## src/rtl/trng_pkg.sv

```systemverilog
// rtl/trng_pkg.sv - shared constants, types and helpers for the TRNG collector blocks
package trng_pkg;

  localparam int MAX_CHANNELS = 8;
  localparam int REP_CNT_W    = 8;

  typedef enum logic [1:0] {
    VN_IDLE       = 2'd0,
    VN_HAVE_FIRST = 2'd1
  } vn_state_e;

  // $clog2 that never returns 0, so a counter for a divide-by-1 still has a bit
  function automatic int clog2_min1(input int value);
    return (value <= 2) ? 1 : $clog2(value);
  endfunction

endpackage

```

## src/rtl/trng_word_collector_if.sv

```systemverilog
// rtl/trng_word_collector_if.sv - valid/ready word channel between collector and bus logic
interface trng_word_collector_if #(
  parameter int WORD_WIDTH = 32
);

  logic [WORD_WIDTH-1:0] rnd_data;
  logic                  rnd_valid;
  logic                  rnd_ready;

  modport master (
    output rnd_data,
    output rnd_valid,
    input  rnd_ready
  );

  modport slave (
    input  rnd_data,
    input  rnd_valid,
    output rnd_ready
  );

endinterface

```

## src/rtl/trng_sync2.sv

```systemverilog
// rtl/trng_sync2.sv - two-flop synchroniser for oscillator-domain bits
module trng_sync2 #(
  parameter int WIDTH = 1
) (
  input  logic             clk,
  input  logic             rst_n,
  input  logic [WIDTH-1:0] d,
  output logic [WIDTH-1:0] q
);

  logic [WIDTH-1:0] meta_q, meta_d;
  logic [WIDTH-1:0] sync_q, sync_d;

  // first stage may go metastable; second stage gives it a cycle to settle
  always_comb begin
    meta_d = d;
    sync_d = meta_q;
  end

  // synchroniser flops, cleared only by reset
  always_ff @(posedge clk or negedge rst_n) begin
    if (!rst_n) begin
      meta_q <= '0;
      sync_q <= '0;
    end else begin
      meta_q <= meta_d;
      sync_q <= sync_d;
    end
  end

  assign q = sync_q;

endmodule

```

## src/rtl/trng_word_collector.sv

```systemverilog
// rtl/trng_word_collector.sv - samples ring oscillators, health-tests and packs bits into words (optional TRNG_VON_NEUMANN_EN debiasing)
module trng_word_collector
  import trng_pkg::*;
#(
  parameter int NUM_CHANNELS = 2,
  parameter int WORD_WIDTH   = 32,
  parameter int SAMPLE_DIV   = 4,
  parameter int REP_LIMIT    = 16
) (
  input  logic                    clk,
  input  logic                    rst_n,
  input  logic                    trng_en,
  output logic                    osc_en,
  input  logic [NUM_CHANNELS-1:0] osc_raw,
  trng_word_collector_if.master   rnd_if,
  output logic                    health_fail
);

  localparam int DIV_W = clog2_min1(SAMPLE_DIV);
  localparam int CNT_W = $clog2(WORD_WIDTH + 1);
  localparam logic [DIV_W-1:0]     DIV_LAST = DIV_W'(SAMPLE_DIV - 1);
  localparam logic [CNT_W-1:0]     CNT_FULL = CNT_W'(WORD_WIDTH);
  localparam logic [REP_CNT_W-1:0] REP_LIM  = REP_CNT_W'(REP_LIMIT);
  localparam logic [REP_CNT_W-1:0] REP_MAX  = '1;

  logic [NUM_CHANNELS-1:0] sync_bits;
  logic [MAX_CHANNELS-1:0] sync_ext;
  logic                    sample;

  logic                  osc_en_q, osc_en_d;
  logic [DIV_W-1:0]      div_q, div_d;
  logic [WORD_WIDTH-1:0] shift_q, shift_d;
  logic [CNT_W-1:0]      bit_cnt_q, bit_cnt_d;
  logic [REP_CNT_W-1:0]  rep_cnt_q, rep_cnt_d;
  logic                  prev_q, prev_d;
  logic                  health_fail_q, health_fail_d;
  logic                  valid_q, valid_d;
  logic [WORD_WIDTH-1:0] data_q, data_d;
`ifdef TRNG_VON_NEUMANN_EN
  vn_state_e             vn_state_q, vn_state_d;
  logic                  vn_first_q, vn_first_d;
`endif

  logic take, word_full, load, tick, drop, tested;
  logic accept, accept_bit;

  trng_sync2 #(.WIDTH(NUM_CHANNELS)) u_sync (
    .clk   (clk),
    .rst_n (rst_n),
    .d     (osc_raw),
    .q     (sync_bits)
  );

  // unused channel slots pad with zeros so they do not disturb the XOR
  assign sync_ext = MAX_CHANNELS'(sync_bits);
  assign sample   = ^sync_ext;

  // a full shift word moves out when the output register is free or being drained now;
  // ticks that find a full word with nowhere to go are dropped untested
  assign take      = valid_q & rnd_if.rnd_ready;
  assign word_full = (bit_cnt_q == CNT_FULL);
  assign load      = word_full & ~health_fail_q & (~valid_q | take);
  assign tick      = trng_en & (div_q == DIV_LAST);
  assign drop      = tick & word_full & ~load;
  assign tested    = tick & ~drop & ~health_fail_q;

  // next-state for divider, health test, debias, packing and output register
  always_comb begin
    osc_en_d      = trng_en;
    div_d         = div_q;
    shift_d       = shift_q;
    bit_cnt_d     = bit_cnt_q;
    rep_cnt_d     = rep_cnt_q;
    prev_d        = prev_q;
    health_fail_d = health_fail_q;
    valid_d       = valid_q;
    data_d        = data_q;
    accept        = 1'b0;
    accept_bit    = sample;
`ifdef TRNG_VON_NEUMANN_EN
    vn_state_d    = vn_state_q;
    vn_first_d    = vn_first_q;
`endif

    if (trng_en) begin
      div_d = tick ? '0 : div_q + 1'b1;
    end

    // repetition count on the raw sample; rep_cnt of 0 means no previous sample yet
    if (tested) begin
      prev_d = sample;
      if ((rep_cnt_q == '0) || (sample != prev_q)) begin
        rep_cnt_d = REP_CNT_W'(1);
      end else if (rep_cnt_q != REP_MAX) begin
        rep_cnt_d = rep_cnt_q + 1'b1;
      end
      if (rep_cnt_d >= REP_LIM) begin
        health_fail_d = 1'b1;
      end
    end

`ifdef TRNG_VON_NEUMANN_EN
    // pair samples: differing pair yields its first bit, equal pair is discarded
    if (health_fail_q || drop) begin
      vn_state_d = VN_IDLE;
    end else if (tested) begin
      if (vn_state_q == VN_IDLE) begin
        vn_state_d = VN_HAVE_FIRST;
        vn_first_d = sample;
      end else begin
        vn_state_d = VN_IDLE;
        accept     = (vn_first_q != sample);
        accept_bit = vn_first_q;
      end
    end
`else
    accept = tested;
`endif

    if (load) begin
      data_d    = shift_q;
      valid_d   = 1'b1;
      bit_cnt_d = '0;
    end else if (take) begin
      valid_d = 1'b0;
    end

    if (accept) begin
      shift_d   = {shift_q[WORD_WIDTH-2:0], accept_bit};
      bit_cnt_d = load ? CNT_W'(1) : bit_cnt_q + 1'b1;
    end

    // a failed source must not leak a partially built word
    if (health_fail_q) begin
      shift_d   = '0;
      bit_cnt_d = '0;
    end

    // disable wipes everything, including a word not yet taken
    if (!trng_en) begin
      div_d         = '0;
      shift_d       = '0;
      bit_cnt_d     = '0;
      rep_cnt_d     = '0;
      prev_d        = 1'b0;
      health_fail_d = 1'b0;
      valid_d       = 1'b0;
      data_d        = '0;
`ifdef TRNG_VON_NEUMANN_EN
      vn_state_d    = VN_IDLE;
      vn_first_d    = 1'b0;
`endif
    end
  end

  // state registers
  always_ff @(posedge clk or negedge rst_n) begin
    if (!rst_n) begin
      osc_en_q      <= 1'b0;
      div_q         <= '0;
      shift_q       <= '0;
      bit_cnt_q     <= '0;
      rep_cnt_q     <= '0;
      prev_q        <= 1'b0;
      health_fail_q <= 1'b0;
      valid_q       <= 1'b0;
      data_q        <= '0;
`ifdef TRNG_VON_NEUMANN_EN
      vn_state_q    <= VN_IDLE;
      vn_first_q    <= 1'b0;
`endif
    end else begin
      osc_en_q      <= osc_en_d;
      div_q         <= div_d;
      shift_q       <= shift_d;
      bit_cnt_q     <= bit_cnt_d;
      rep_cnt_q     <= rep_cnt_d;
      prev_q        <= prev_d;
      health_fail_q <= health_fail_d;
      valid_q       <= valid_d;
      data_q        <= data_d;
`ifdef TRNG_VON_NEUMANN_EN
      vn_state_q    <= vn_state_d;
      vn_first_q    <= vn_first_d;
`endif
    end
  end

  assign osc_en           = osc_en_q;
  assign health_fail      = health_fail_q;
  assign rnd_if.rnd_data  = data_q;
  assign rnd_if.rnd_valid = valid_q;

endmodule
```

## src/flat_wrapper.sv

```systemverilog
// flat-port wrapper written by rule: the top's interface ports become plain ports
module trng_word_collector_flat import trng_pkg::*;
#(
  parameter int NUM_CHANNELS = 2,
  parameter int WORD_WIDTH   = 32,
  parameter int SAMPLE_DIV   = 4,
  parameter int REP_LIMIT    = 16
)
  (clk, rst_n, trng_en, osc_en, osc_raw, health_fail, rnd_if_rnd_data, rnd_if_rnd_valid, rnd_if_rnd_ready);
  trng_word_collector_if #(.WORD_WIDTH(WORD_WIDTH)) rnd_if_i ();
  input  logic clk;
  input  logic rst_n;
  input  logic trng_en;
  output logic osc_en;
  input  logic [NUM_CHANNELS-1:0] osc_raw;
  output logic health_fail;
  output wire logic [$bits(rnd_if_i.rnd_data)-1:0] rnd_if_rnd_data;
  output wire logic [$bits(rnd_if_i.rnd_valid)-1:0] rnd_if_rnd_valid;
  input wire logic [$bits(rnd_if_i.rnd_ready)-1:0] rnd_if_rnd_ready;
  assign rnd_if_rnd_data = rnd_if_i.rnd_data;
  assign rnd_if_rnd_valid = rnd_if_i.rnd_valid;
  assign rnd_if_i.rnd_ready = rnd_if_rnd_ready;
  trng_word_collector #(.NUM_CHANNELS(NUM_CHANNELS), .WORD_WIDTH(WORD_WIDTH), .SAMPLE_DIV(SAMPLE_DIV), .REP_LIMIT(REP_LIMIT)) u_core (.clk(clk), .rst_n(rst_n), .trng_en(trng_en), .osc_en(osc_en), .osc_raw(osc_raw), .rnd_if(rnd_if_i), .health_fail(health_fail));
endmodule
```

## config.mk

```make
export PLATFORM = sky130hd
export DESIGN_NAME = trng_word_collector_flat
export DESIGN_NICKNAME = d
export VERILOG_FILES = /design/src/rtl/trng_pkg.sv /design/src/rtl/trng_word_collector_if.sv /design/src/rtl/trng_sync2.sv /design/src/rtl/trng_word_collector.sv /design/src/flat_wrapper.sv
export SDC_FILE = /design/constraint.sdc
export NUM_CORES = 1
export LEC_CHECK = 0
export BUFFER_PORTS_ARGS = -buffer_cell sky130_fd_sc_hd__buf_2
export CAP_MARGIN = 25
export CORE_ASPECT_RATIO = 1.2
export CORE_MARGIN = 2
export CORE_UTILIZATION = 60
export CTS_CLUSTER_DIAMETER = 200
export DETAILED_ROUTE_END_ITERATION = 8
export GPL_ROUTABILITY_DRIVEN = 0
export HOLD_SLACK_MARGIN = 0.15
export PLACE_DENSITY = 0.79
export SYNTH_ARGS = -nofsm -noshare
export SYNTH_HDL_FRONTEND = slang
export SYNTH_SLANG_ARGS = --single-unit
export TNS_END_PERCENT = 1
```

## constraint.sdc

```tcl
create_clock -name clk -period 3.4 [get_ports clk]
set_input_delay 0.17 -clock clk [delete_from_list [all_inputs] [get_ports clk]]
set_output_delay 0.17 -clock clk [all_outputs]
set_load 0.02 [all_outputs]
```

==> out/results.tsv <==
metric	value	unit
synth_top_family_by_area	compound AO/OA/AOI/OAI gates	
cp_slowest_cell	and2_1	
yosys.area_share.simple	9.98	%
hold_violations	0	
endpoint_kind	flop	
power.total	1.86	mW
setup_ws	1.04	ns
syn-instance-count	284	
synthAdderAreaFrac	1.74	%
num_vias	2442	
dp_slack	1.06	ns
critPathMaxStageDelay	0.72	ns
reg2reg_depth	7	
antennaDiodeCount	0	
syn_avg_cell_area	12.6	µm²
yosysWarnings	0	
cts.clk_slew.worst_paths	0.09	ns
drv_slew	0	
cts.root.buffer_cell	clkbuf_8	
maxSlewHeadroom	41.2	%
core	0.00571	mm²
antenna_found_initial	0	
clock.fmax	423	MHz
ff_latch_area	0.00220	mm²
period_minus_slack	2.36	ns
viasPerCell	5.93	
io_buffers	40	
fin_crit_sh	69.5	%
ys_types	42	
worstMarginPinSlew	0.882	ns
status	finished clean	
drt_iter0_markers	162	
synthMuxAreaShare	2.23	%
postCtsSetupBuffers	0	
async_flop_share	100	%
layout-drive-gt1-share	19.3	%
synth_top_area_share	61.4	%
post_drt_wl_per_cell	15.9	µm
final.setup_skew	0.0133	ns
synth_compound_area_share	20.2	%
rsz0062_at_grt	false	
dieArea	0.00661	mm²
antenna_left	0	
design_area	0.00409	mm²
peakVddDrop	311	µV
setup_tns	0	ns
fillCellCount	415	
path_class	reg -> reg	
synthXorXnorAreaFrac	1.36	%
cts.sinks	88	
path_max_fanout	25	
wl	6.54	mm
synth_ff_type	dfrtp_1	
ios	41	
start_util	62.9	%
grt_usage	22.4	%
grt_pass1_wl	11.3	mm
drc	0	
p_leak	2.08	nW
synth_common_cells	dfrtp_1 (88), a22o_1 (55), nor2_1 (17)	
dpl_cell_area	0.00382	mm²
setup_viol	0	
r2r_setup_slack	1.04	ns
htreeDepth	3	
multi_input_area	0.00127	mm²
synthTopCellsByArea	dfrtp_1 (61%), a22o_1 (13%), mux2i_1 (2.2%)	
grt_max_degree	89	
hp-class	in -> async	
synth_most_common_cell	dfrtp_1	
clk_latency	0.34	ns
rr_endpoint	u_core.rep_cnt_q[1]	
crit_path_cell_trace	inv_1 -> ha_1 -> nor3b_1 -> nand2_1 -> and2_1 -> o31ai_1 -> a32o_1	
area_growth	14.1	%
synth_top_area_cell	dfrtp_1	
synth_edf_count	0	
place_hpwl	4.28	mm
first_global_vias	2335	
drv_cap	0	
die_h	88.7	µm
drt_pass1_iterations	4	
syn_area	0.00359	mm²
die_w	74.6	µm
clk_path_buf_depth	2	
required	3.62	ns
yosysSeqAreaShare	61.4	%
synth_seq_cells	88	
cts_buffers	9	
synth_nets	295	
fp-row-count	30	
nets	338	
p_per_area	455	mW/mm²
gr-total-overflow	0	
r2r_start	u_core.bit_cnt_q[0]	
start_kind	flop	
cts_resized	0	
cts_tree	built	
cp_data_arrival_time	2.59	ns
-- routing by layer --
metal / vias to the layer above / track usage (%) / part of all wire, %
li1: 1141 / - / -
met1: 1237 / 32.4 / 46
met2: 62 / 34.1 / 50
met3: 2 / 5.24 / 3.6
met4: 0 / 6.98 / 0.60
met5: - / 0 / 0
-- sequential cells by signal, indices dropped and copies added (netlist names) --
name,flops
u_core.bit_cnt_q,6
u_core.div_q,2
u_core.health_fail,1
u_core.osc_en,1
u_core.prev_q,1
u_core.rep_cnt_q,8
u_core.rnd_if.rnd_data,32
u_core.rnd_if.rnd_valid,1
u_core.shift_q,32
u_core.u_sync.meta_q,2
u_core.u_sync.q,2
-- cell families after synthesis --
family	after synthesis
buffers and inverters	21
DFF	88
and+or+nand+nor	67
adders and majority gates	5
AOI/OAI and AO/OA	91
xor gates and xnor gates	4
muxes	8
-- critical path: cells and delay by family (launching register included) --
kind,cells,cell delay (ns)
compound gates,2,0.52
fa+ha+maj,1,0.20
buf+inv,1,0.08
flops,1,0.45
simple gates,3,1.00
-- metrics by stage --
stage,instances,utilization (%),hold slack (ns)
after floorplan,284,-,-0.126
after global placement,391,66.9,0.280
after detailed placement,391,66.9,0.282
after CTS,411,71.2,0.175
after global routing,412,71.7,0.208
final,412,71.7,0.206
-- worst max path at each step --
stage                             start                         end  slack, ns  cells past startpoint
floorplan           u_core.bit_cnt_q[0]   u_core.rnd_if.rnd_data[0]       1.33                      7
global placement    u_core.bit_cnt_q[0]  u_core.rnd_if.rnd_data[14]       1.12                      6
detailed placement  u_core.bit_cnt_q[0]   u_core.rnd_if.rnd_data[7]       1.06                      6
CTS                 u_core.bit_cnt_q[0]         u_core.rep_cnt_q[1]       1.04                      7
global route        u_core.bit_cnt_q[0]         u_core.rep_cnt_q[1]       0.83                      7
finish              u_core.bit_cnt_q[0]         u_core.rep_cnt_q[1]       1.04                      7
-- cell usage in the layout (no fill, tap or decap), drive strengths merged, types with 7 or more instances in the layout --
cell,synthesis,final
a22o,55,55
nand2,13,13
nand3,7,7
clkbuf,5,11
mux2i,8,8
nor2,18,18
buf,11,44
o21ai,12,12
dfrtp,88,88
-- cell type report --
class                   instances  share of cell area [%]
clock buffers                  11                    3.46
clock inverters                 5                    1.56
inverters                       5                   0.459
multi-input cells             175                    31.1
flip-flops and latches         88                    53.8
well taps                      80                    2.45
repair buffers                 48                    7.16
-- power by group --
part / switching (mW) / internal [mW] / total (mW)
clock network: 0.353 / 0.365 / 0.718
logic: 0.0574 / 0.0265 / 0.0838
registers: 0.00543 / 1.05 / 1.06
total: 0.416 / 1.45 / 1.86
-- what timing repair did --
| action | CTS | global route |
|---|---|---|
| endpoints found under the setup margin | 0 | 0 |
| endpoints found under the hold margin | 93 | 0 |
| hold buffers | 4 | 0 |
Power figures use the tool's default switching activity.
